[config.mk]
export PLATFORM = sky130hd
export DESIGN_NAME = tick_gen_prog
export DESIGN_NICKNAME = d
export VERILOG_FILES = /design/src/rtl/tick_gen_prog.sv
export SDC_FILE = /design/constraint.sdc
export NUM_CORES = 1
export LEC_CHECK = 0
export CAP_MARGIN = 40
export CORE_ASPECT_RATIO = 0.75
export CORE_UTILIZATION = 35
export CTS_BUF_LIST = sky130_fd_sc_hd__clkbuf_8
export DETAILED_ROUTE_END_ITERATION = 12
export SETUP_SLACK_MARGIN = 0.05
export SLEW_MARGIN = 30
export SYNTH_ARGS = -nofsm -noshare
export SYNTH_HDL_FRONTEND = slang
export SYNTH_SLANG_ARGS = --single-unit
[constraint.sdc]
create_clock -name clk -period 11.5 [get_ports clk]
set_clock_uncertainty 0.15 [all_clocks]
set_input_delay 2.3 -clock clk [delete_from_list [all_inputs] [get_ports clk]]
set_output_delay 2.3 -clock clk [all_outputs]
set_load 0.005 [all_outputs]
[src/rtl/tick_gen_prog.sv]
// Run-time programmable tick generator: periodic or one-shot strobes, loadable period, speed-up step.
// Define TICK_GEN_SQUARE_EN to add the `sq` square-wave output that toggles on every tick.
module tick_gen_prog #(
    parameter int unsigned WIDTH          = 32,
    parameter int unsigned DEFAULT_PERIOD = 25000000,
    parameter int unsigned MIN_PERIOD     = 1,
    parameter int unsigned STEP           = 1000000
) (
    input  logic             clk,
    input  logic             rst,
    input  logic             start,
    input  logic             stop,
    input  logic             oneshot,
    input  logic             load,
    input  logic [WIDTH-1:0] period_in,
    input  logic             speed_up,
    output logic             tick,
    output logic             done,
    output logic             busy,
    output logic [WIDTH-1:0] period,
`ifdef TICK_GEN_SQUARE_EN
    output logic [WIDTH-1:0] count,
    output logic             sq
`else
    output logic [WIDTH-1:0] count
`endif
);

    localparam logic [1:0] StIdle = 2'd0;
    localparam logic [1:0] StRun  = 2'd1;
    localparam logic [1:0] StDone = 2'd2;

    localparam logic [WIDTH-1:0] DefPeriod = WIDTH'(DEFAULT_PERIOD);
    localparam logic [WIDTH-1:0] MinPeriod = WIDTH'(MIN_PERIOD);
    localparam logic [WIDTH-1:0] StepVal   = WIDTH'(STEP);
    localparam logic [WIDTH-1:0] One       = WIDTH'(1);

    logic [1:0]       state_q, state_d;
    logic [WIDTH-1:0] count_q, count_d;
    logic [WIDTH-1:0] period_q, period_d;
    logic             mode_q, mode_d;
    logic             done_q, done_d;
    logic             tick_q, tick_d;
    logic             busy_q, busy_d;
    logic             terminal;

    // period_q never drops below MIN_PERIOD >= 1, so the decrement cannot wrap
    assign terminal = (count_q >= (period_q - One));

    always_comb begin
        state_d = state_q;
        count_d = count_q;
        mode_d  = mode_q;
        done_d  = done_q;
        tick_d  = 1'b0;

        case (state_q)
            StIdle: begin
                count_d = '0;
                if (start && !stop) begin
                    state_d = StRun;
                    mode_d  = oneshot;
                    done_d  = 1'b0;
                end
            end
            StRun: begin
                if (stop) begin
                    state_d = StIdle;
                    count_d = '0;
                end else if (start) begin
                    count_d = '0;
                    mode_d  = oneshot;
                end else if (terminal) begin
                    count_d = '0;
                    tick_d  = 1'b1;
                    if (mode_q) begin
                        state_d = StDone;
                        done_d  = 1'b1;
                    end
                end else begin
                    count_d = count_q + One;
                end
            end
            StDone: begin
                count_d = '0;
                if (stop) begin
                    state_d = StIdle;
                    done_d  = 1'b0;
                end else if (start) begin
                    state_d = StRun;
                    mode_d  = oneshot;
                    done_d  = 1'b0;
                end
            end
            default: begin
                state_d = StIdle;
                count_d = '0;
                done_d  = 1'b0;
            end
        endcase

        // A load restarts the phase without touching the FSM state
        if (load) begin
            count_d = '0;
        end

        busy_d = (state_d == StRun);
    end

    always_comb begin
        period_d = period_q;
        if (load) begin
            period_d = (period_in < MinPeriod) ? MinPeriod : period_in;
        end else if (speed_up) begin
            // Check period <= STEP first so the subtraction is only used when it cannot underflow
            if ((period_q <= StepVal) || ((period_q - StepVal) < MinPeriod)) begin
                period_d = MinPeriod;
            end else begin
                period_d = period_q - StepVal;
            end
        end
    end

    always_ff @(posedge clk) begin
        if (rst) begin
            state_q  <= StIdle;
            count_q  <= '0;
            period_q <= DefPeriod;
            mode_q   <= 1'b0;
            done_q   <= 1'b0;
            tick_q   <= 1'b0;
            busy_q   <= 1'b0;
        end else begin
            state_q  <= state_d;
            count_q  <= count_d;
            period_q <= period_d;
            mode_q   <= mode_d;
            done_q   <= done_d;
            tick_q   <= tick_d;
            busy_q   <= busy_d;
        end
    end

    assign tick   = tick_q;
    assign done   = done_q;
    assign busy   = busy_q;
    assign period = period_q;
    assign count  = count_q;

`ifdef TICK_GEN_SQUARE_EN
    logic sq_q, sq_d;

    always_comb begin
        sq_d = sq_q;
        if (stop) begin
            sq_d = 1'b0;
        end else if (tick_d) begin
            sq_d = ~sq_q;
        end
    end

    always_ff @(posedge clk) begin
        if (rst) begin
            sq_q <= 1'b0;
        end else begin
            sq_q <= sq_d;
        end
    end

    assign sq = sq_q;
`endif

endmodule
; Word-level counts from Yosys, hierarchy flattened
; Cells that the tools add are included.
[op_classes]
addsub = 3
mul = 0
n_div = 0
order_cmp = 4
n_eq_ne = 11
n_shift = 0
mux = 25
bitwise_logic = 1
n_reduce_logical = 11
[ops]
columns = cell, count
row1 = 32-bit 2-to-1 mux, 4
row2 = 32-bit by 1-bit < comparator with 1-bit output (second input constant), 2
row3 = 32-bit by 1-bit adder with 32-bit output (second input constant), 1
row4 = 32-bit >= comparator, 1
row5 = 32-bit by 20-bit <= comparator with 1-bit output (second input constant), 1
row6 = 32-bit by 1-bit subtractor with 32-bit output (second input constant), 1
row7 = 32-bit by 20-bit subtractor with 32-bit output (second input constant), 1
row8 = 2-bit 2-to-1 mux, 7
row9 = 2-bit != test (second input constant), 6
row10 = 1-bit 2-to-1 mux, 11
row11 = 2-bit case mux with 3 select lines, 1
row12 = 6-bit AND reduction, 1
row13 = 6-bit OR reduction, 1
row14 = 2-bit by 1-bit equality test with 1-bit output (second input constant), 2
row15 = 4-bit AND reduction, 1
row16 = 2-bit nonzero test, 2
row17 = 4-bit OR reduction, 1
row18 = 3-bit != test (second input constant), 1
row19 = 1-bit case mux with 3 select lines, 1
row20 = 2-bit equality test (second input constant), 1
row21 = 2-bit logical NOT, 1
row22 = 2-bit by 1-bit != test with 1-bit output (second input constant), 1
row23 = 1-bit case mux with 2 select lines, 1
row24 = 2-bit OR reduction, 1
row25 = 4 further kinds, 4
[word_totals]
regBits = 70
latch_bits = 0
ramBits = 0
rom_bits = 0
output_inout_bits = 67
mem_count = 0

; Longest topological paths before layout
; Gate-level depths: netlist (run 1).
[logic_depth]
word_depth = 7
ltp_mapped = 20

; Worst setup path before layout (run 1)
; No wires, ideal clock.
[synth_timing]
path_type = register -> register
startpoint = reg period_q[7] (netlist: period[7])
endpoint = reg count_q[22] (netlist: count[22])
setup_time_ps = 128
arrival_ps = 4250
required_time_ps = 11222
setup_slack_ps = 6972
stages_incl_launch_ff = 20
synth_period_minus_slack_ps = 4528
path_cell_list = dfxtp_1 clkbuf_1 inv_1 ha_1 clkbuf_1 inv_1 a2111o_1 or3_1 clkbuf_1 or3b_1 buf_2 nor3_2 xnor2_1 ha_1 nand2_1 a2111oi_0 a21oi_1 o211ai_1 clkbuf_1 nor2_1
[synth_via]
elab_chain_len = 3
[synth_rtl]
columns = item, line
row1 = from (decl), 40  ; logic [WIDTH-1:0] period_q, period_d;
row2 = from (signal assigned), 128  ; period_q <= DefPeriod;
row3 = from (signal assigned), 136  ; period_q <= period_d;
row4 = 32-bit by 1-bit subtractor with 32-bit output, 48  ; assign terminal = (count_q >= (period_q - One));
row5 = 32-bit >= comparator, 48
row6 = 6-bit OR reduction (no source line), -
row7 = to (signal assigned), 135  ; count_q <= count_d;
row8 = to (decl), 39  ; logic [WIDTH-1:0] count_q, count_d;
; Every way passes these cells.
; A chain may end at the register's enable or synchronous reset.

; Final worst setup path (run 1)
[layout_timing]
startpoint = reg period_q[2] (netlist: period[2])
endpoint = reg count_q[8] (netlist: count[8])
; The elaborated chain is that of the path after synthesis.

==> impl_results.md, run 1 <==
- Max Transition Viols Final: 0
- Data required time of the critical path: 11580 ps
- Global Route Usage Sum: 0.215
- Hold violation count in the final report: 0
- Number of post-CTS setup repair buffers: 0
- Dominant cell type by area after synthesis: sky130_fd_sc_hd__dfxtp_1
- Transition time at the pin with the least slew margin: 832 ps
- Synthesized area per cell: 7.95 µm²
- Cell at the root of the clock tree: sky130_fd_sc_hd__clkbuf_8
- Relative slew margins: 0.443
- Comb pwr share: 0.237
- CTS tree: yes
- Fraction of final layout cells sized beyond drive strength 1: 0.0459
- Cts-stage hold buffer count: 0
- Status: complete, no violations
- Number of global-route vias before repair: 5169
- Horiz. Die Dim: 146 µm
- Synth cell types: 72
- Worst slack on hold paths: 328 ps
- Sequential group share of total power: 0.448
- DRC: 0
- Main area contributors after synthesis: sky130_fd_sc_hd__dfxtp_1 26%, sky130_fd_sc_hd__ha_1 9.9%, sky130_fd_sc_hd__xor2_1 5.6%, sky130_fd_sc_hd__nor2_1 4.9%, sky130_fd_sc_hd__xnor2_1 4.7%
- Min-delay worst type: reg2reg
- Net count of the finished layout: 841
- Number of buffers created by CTS: 9
- Clock-pin slew reported for the worst setup and hold paths after clock tree synthesis: 80 ps
- Count of yosys warnings during synthesis: 0
- Post-DR vias/cell: 5.75
- Die span in y: 110 µm
- CTS H-Tree Depth: 3
- Critical path capture point type: register
- Post-synth EDFFs: 0
- Number of I/O port buffers: 105
- WL per Instance: 17.7 µm
- Portion of total power attributed to the clock network: 0.314
- Diode count: 0
- Power density of the placed cells: 94.1 mW/mm²
- Maximum number of pins on one net before global-route repair: 45
- Post-Route WL: 17100 µm
- VDD IR max: about 0.05 mV
- Later-pin clock latency in the skew report: roughly 360 ps
- Total internal power: 0.433 mW
- Synth async-reset ratio: 0
- Switching Share: 0.321
- Post-Synthesis Cells: between 600 and 700
- Final weighted congestion in routability-driven placement: about 0.87
- RSZ-0062 raised after global routing: false
- Total gr overflow: 0
- Flip-flop and latch count after synthesis: 70
- Via count: 5561
- Die footprint: 0.0161 mm²
- 1st-iter DRT viols: slightly below 500
- Most common cell in the synthesized netlist: sky130_fd_sc_hd__nor2_1
- Sw Pwr: roughly 0.2 mW
- Starting density of the core: 0.357
- Rows: 39
- Synth Flop Type: sky130_fd_sc_hd__dfxtp_1
- Routed Antenna Nets: 0
- Setup-failing EPs final: 0
- Largest stage delay, worst path: around 520 ps
- Critical path fanouts, max: 31
- Nature of the critical path startpoint: register
- Syn_nets: about 770
- Setup TNS: 0 ps
- Shortest clock period the worst path allows after layout: slightly below 5000 ps
- Layout filler cell count: 1531
- Type of the worst setup path: reg2reg
- Buffers from clock root to sink, at most: 2
- Critical Path, Cell by Cell: nor4_4, nand2_2, a2111o_1, or3_1, or3b_1, nor3_2, xnor2_1, ha_1, nand2_1, a2111oi_0, clkdlybuf4s25_1, a21oi_1, o211ai_1, buf_4, nor2_1
- Post-synth top area share: 0.258
- Core Area: between 0.015 and 0.02 mm²
- First-pass GRT wire length: about 27000 µm
- CP max-delay cell: sky130_fd_sc_hd__or3b_1
- Cell area after technology mapping: 0.00544 mm²
- Clock sink count: 70
- PostCTS Resize Cnt: 0
- Achievable clock frequency: 0.206 GHz
- I/O Pins: 106
- Worst path arrival time: 4950 ps
- Initial antenna violation count: 0
- Max Cap Viol: 0
- Syn-to-layout area delta: 24.7%
- Count of non-filler cells in the finished layout: 967
- Post-route fraction of the period consumed by the critical path: 0.423
- Sequential element share of the synthesized area: 0.258
- Number of instances in the placed design: 951
- Leading post-synthesis cells by instance count: 71 x sky130_fd_sc_hd__nor2_1, 70 x sky130_fd_sc_hd__dfxtp_1, 52 x sky130_fd_sc_hd__nand2_1
- First-pass detailed-route iteration total: 7
- HPWL Detailed: around 13000 µm
- Static leakage power: 2.43 nW
## layout make-up
cell class,count,area (µm²),share of cell area
clock buffer,14,193,0.0284
inverter,17,63.8,0.00941
multi-input combinational,548,3750,0.553
sequential,70,1400,0.207
tap,205,256,0.0378
timing repair buffer,113,1120,0.165
## registers in the layout, summed over array words and instances (netlist names)
name,count
state_q,2
done,1
period,32
mode_q,1
count,32
busy,1
tick,1
## worst paths after layout
check / slack (ps) / cells past startpoint / end / from
min reg2reg: 330 / 2 / done / done
min: 330 / 2 / done / done
max: 6640 / 15 / count[8] / period[2]
max reg2reg: 6640 / 15 / count[8] / period[2]
## worst max-delay path: cells and delay by family, from the launching register on
kind | cells | cell delay [ps]
AOI/OAI and AO/OA | 4 | 1100
DFF | 1 | 420
buffers and inverters | 2 | 740
adders and majority gates | 1 | 280
and+or+nand+nor | 7 | 1930
xor gates and xnor gates | 1 | 90
## kinds of logic after synthesis
logic type,Yosys count,share of synthesized area
and+or+nand+nor,274,0.260
AOI/OAI and AO/OA,165,0.223
DFF,70,0.258
buffers and inverters,66,0.0536
xor gates and xnor gates,64,0.103
adders and majority gates,43,0.0989
muxes,2,0.00368
## power by group through the flow
stage | combinational (mW) | sequential (mW) | clock [mW]
detailed placement | 0.150 | 0.291 | 0
finish | 0.151 | 0.286 | 0.200
CTS | 0.151 | 0.285 | 0.207
floorplan | 0.108 | 0.269 | 0
global route | 0.167 | 0.289 | 0.215
global placement | 0.148 | 0.290 | 0
## stage by stage
| stage | power (mW) | setup WS [ps] | cell area [µm²] | utilization |
|---|---|---|---|---|
| after global placement | 0.438 | 6660 | 6550 | 0.430 |
| after detailed placement | 0.441 | 6560 | 6570 | 0.432 |
| after CTS | 0.643 | 6510 | 6760 | 0.444 |
| after floorplan | 0.377 | 6970 | 5440 | - |
| final | 0.638 | 6640 | 6780 | 0.445 |
| after global routing | 0.671 | 6240 | 6780 | 0.445 |
## per-layer routing
layer	global-route usage	vias up	routed length [µm]
met2	0.338	223	7440
met4	0.0541	0	178
li1	-	2696	-
met3	0.0440	19	1220
met5	0	-	0
met1	0.300	2623	8300
## placed cells by master (no fill, tap or decap), drive strengths merged, types with 13 or more instances in the layout
cell           count
nand4             19
ha                43
nor3              30
o21ai             26
nand3             31
nand2             53
a221oi            13
inv               17
nor4              23
dfxtp             70
xnor2             29
clkbuf            15
a21oi             23
xor2              35
a31oi             14
clkdlybuf4s50    105
nor2              71
No activity file was read; power rests on OpenSTA's default activity.
==> inputs of run 2 (changes only) <==
clock period = 4.85 ns   (was 11.5 ns; I/O delays follow)
==> run 2 against run 1 <==
  * Critical path depth is 1 lower
  * Utilization is 0.59 points higher
  * Combinational power grew to 2.6 times the previous value
  * Hold slack better by 9.6 ps
  * First-iteration DRC count is 15% lower
  * Cell area is 1.3% higher
  * Setup slack worse by 6200 ps
  * Sequential power is 130% higher
==> impl_results.md, run 2 (synthesized netlist as in run 1, its figures left out) <==
- 1st-iter DRT viols: 419 (-15%)
- Syn-to-layout area delta: 26.3%
- Sw Pwr: 0.500 mW (+140%)
- VDD IR max: 0.144 mV (+190%)
- DRC: 0 (unchanged)
- Min-delay worst type: reg2reg
- CP max-delay cell: sky130_fd_sc_hd__or3b_1
- Shortest clock period the worst path allows after layout: 4460 ps (-401 ps)
- Hold violation count in the final report: 0 (unchanged)
- WL per Instance: 18.2 µm (+2.4%)
- Die span in y: 110 µm (unchanged)
- Cell at the root of the clock tree: sky130_fd_sc_hd__clkbuf_8
- Diode count: 0 (unchanged)
- RSZ-0062 raised after global routing: false
- Type of the worst setup path: reg2reg
- Data required time of the critical path: 4970 ps (-6610 ps)
- Post-route fraction of the period consumed by the critical path: 0.920 (+0.497)
- Worst path arrival time: 4590 ps (-360 ps)
- Transition time at the pin with the least slew margin: 856 ps (+23.9 ps)
- RR Startpoint: period[7]
- Cts-stage hold buffer count: 0 (unchanged)
- Comb pwr share: 0.252 (+0.015)
- Power density of the placed cells: 228 mW/mm² (+140%)
- Buffers from clock root to sink, at most: 2 (unchanged)
- HPWL Detailed: 13600 µm (+3.9%)
- Number of buffers created by CTS: 9 (unchanged)
- Total gr overflow: 0 (unchanged)
- Portion of total power attributed to the clock network: 0.327 (+0.013)
- Most common cell after layout, fill and taps aside: sky130_fd_sc_hd__clkdlybuf4s50_1
- Core Area: 0.0152 mm² (unchanged)
- Number of instances in the placed design: 960 (+0.95%)
- Worst hold start: done
- Later-pin clock latency in the skew report: 360 ps (about the same)
- CTS tree: yes
- Worst slack on hold paths: 338 ps (+9.57 ps)
- Horiz. Die Dim: 146 µm (unchanged)
- Final worst setup slack: 387 ps (-6250 ps)
- Static leakage power: 2.50 nW (+2.7%)
- Reg-to-reg critical path endpoint: state_q[1]
- Clock sink count: 70 (unchanged)
- Initial antenna violation count: 0 (unchanged)
- Total internal power: 1.07 mW (+150%)
- Setup-failing EPs final: 0 (unchanged)
- Critical Path, Cell by Cell: inv_1, ha_1, inv_1, a2111o_1, or3_1, or3b_1, nor2b_1, xnor2_1, ha_1, nand4_1, o21ai_0, o21ai_0, or3_1, a211oi_1
- Post-place setup slack: 296 ps (-6270 ps)
- Cell depth of the worst hold path: 2 (unchanged)
- R2r setup slk: 390 ps (-6250 ps)
- Status: complete, no violations
- Post-DR vias/cell: 5.72 (-0.54%)
- Starting density of the core: 0.357 (unchanged)
- Final weighted congestion in routability-driven placement: 0.926 (+5.8%)
- Max Cap Viol: 0 (unchanged)
- Layout filler cell count: 1556 (+1.6%)
- Sequential group share of total power: 0.421 (-0.027)
- Achievable clock frequency: 0.224 GHz (+9.0%)
- Count of non-filler cells in the finished layout: 978 (+1.1%)
- Post-Route WL: 17800 µm (+3.6%)
- Clock-pin slew reported for the worst setup and hold paths after clock tree synthesis: 70 ps (about the same)
- Number of global-route vias before repair: 5246 (+1.5%)
- Global Route Usage Sum: 0.223 (+0.00825)
- R2r worst-path depth: 14 (-1)
- Maximum number of pins on one net before global-route repair: 32 (-29%)
- Setup TNS: 0 ps (unchanged)
- Hold Path Sink: done
- First-pass GRT wire length: 28400 µm (+4.0%)
- Number of I/O port buffers: 105 (unchanged)
- Largest stage delay, worst path: 510 ps (about the same)
- Nature of the critical path startpoint: register
- Die footprint: 0.0161 mm² (unchanged)
- Routed Antenna Nets: 0 (unchanged)
- Fraction of final layout cells sized beyond drive strength 1: 0.0569 (+0.0110)
- Max Transition Viols Final: 0 (unchanged)
- I/O Pins: 106 (unchanged)
- Relative slew margins: 0.428 (-0.0145)
- Critical path capture point type: register
- Commonest cells after routing, fill and taps aside: 105 x sky130_fd_sc_hd__clkdlybuf4s50_1, 70 x sky130_fd_sc_hd__nor2_1, 70 x sky130_fd_sc_hd__dfxtp_1, 52 x sky130_fd_sc_hd__nand2_1, 43 x sky130_fd_sc_hd__ha_1
- Switching Share: 0.318 (-0.00222)
- Rows: 39 (unchanged)
- Critical path fanouts, max: 9 (-71%)
- First-pass detailed-route iteration total: 5 (-2)
- Via count: 5594 (+0.59%)
- CTS H-Tree Depth: 3 (unchanged)
- Net count of the finished layout: 850 (+1.1%)
==> run 2: cell types whose count changed in the layout (fill, tap and decap cells not counted), moves of 2 or more <==
cell and change:
sky130_fd_sc_hd__buf_4 +10, sky130_fd_sc_hd__bufinv_16 +2, sky130_fd_sc_hd__clkbuf_8 -5, sky130_fd_sc_hd__inv_1 +4
==> run 2: cell type report <==
class,instances,area [µm²],area share
multi-input cells,548,3760,0.547
flip-flops and latches,70,1400,0.204
repair buffers,122,1190,0.173
well taps,205,256,0.0373
clock buffers,9,124,0.0180
clock inverters,7,83.8,0.0122
inverters,17,63.8,0.00929
==> run 2: per-layer routing <==
| layer | track usage | up-vias | share of wire |
|---|---|---|---|
| li1 | - | 2730 | - |
| met1 | 0.317 | 2654 | 0.50 |
| met2 | 0.350 | 192 | 0.43 |
| met3 | 0.0383 | 18 | 0.053 |
| met4 | 0.0564 | 0 | 0.013 |
| met5 | 0 | - | 0 |
==> run 2: critical path, delay by kind of cell, from the launching register on <==
kind | cells | cell delay (ps)
XOR/XNOR | 1 | 110
adder cells (fa/ha/maj) | 2 | 640
buffers and inverters | 2 | 270
flip-flops | 1 | 390
AND/OR/NAND/NOR | 5 | 1590
AO/OA/AOI/OAI | 4 | 1220
==> run 2: worst max-delay path by stage <==
stage	cells after the start	slack (ps)	end	startpoint
2_1_floorplan	19	320	count[22]	period[7]
3_3_place_gp	13	400	busy	period[2]
3_5_place_dp	13	300	busy	period[2]
4_1_cts	13	260	busy	period[2]
5_1_grt	15	90	busy	period[7]
6_report	14	390	state_q[1]	period[7]
==> run 2: power groups by stage <==
stage	Sequential [mW]	Combinational [mW]	Clock, mW
2_1_floorplan	0.638	0.257	0
3_3_place_gp	0.671	0.380	0
3_5_place_dp	0.673	0.385	0
4_1_cts	0.660	0.389	0.530
5_1_grt	0.666	0.434	0.554
6_report	0.661	0.395	0.514
==> run 2: timing repair <==
action,4_1_cts,5_1_grt
setup endpoints to repair,0,34
setup buffers,0,1
hold endpoints to repair,0,0
gates resized for setup,0,3
==> run 2: through the flow <==
step                      power, mW   util  instance area, µm²
after floorplan               0.895      -                5440
after global placement         1.05  0.435                6630
after detailed placement       1.06  0.436                6640
after CTS                      1.58  0.450                6850
after global routing           1.65  0.451                6870
final                          1.57  0.451                6870
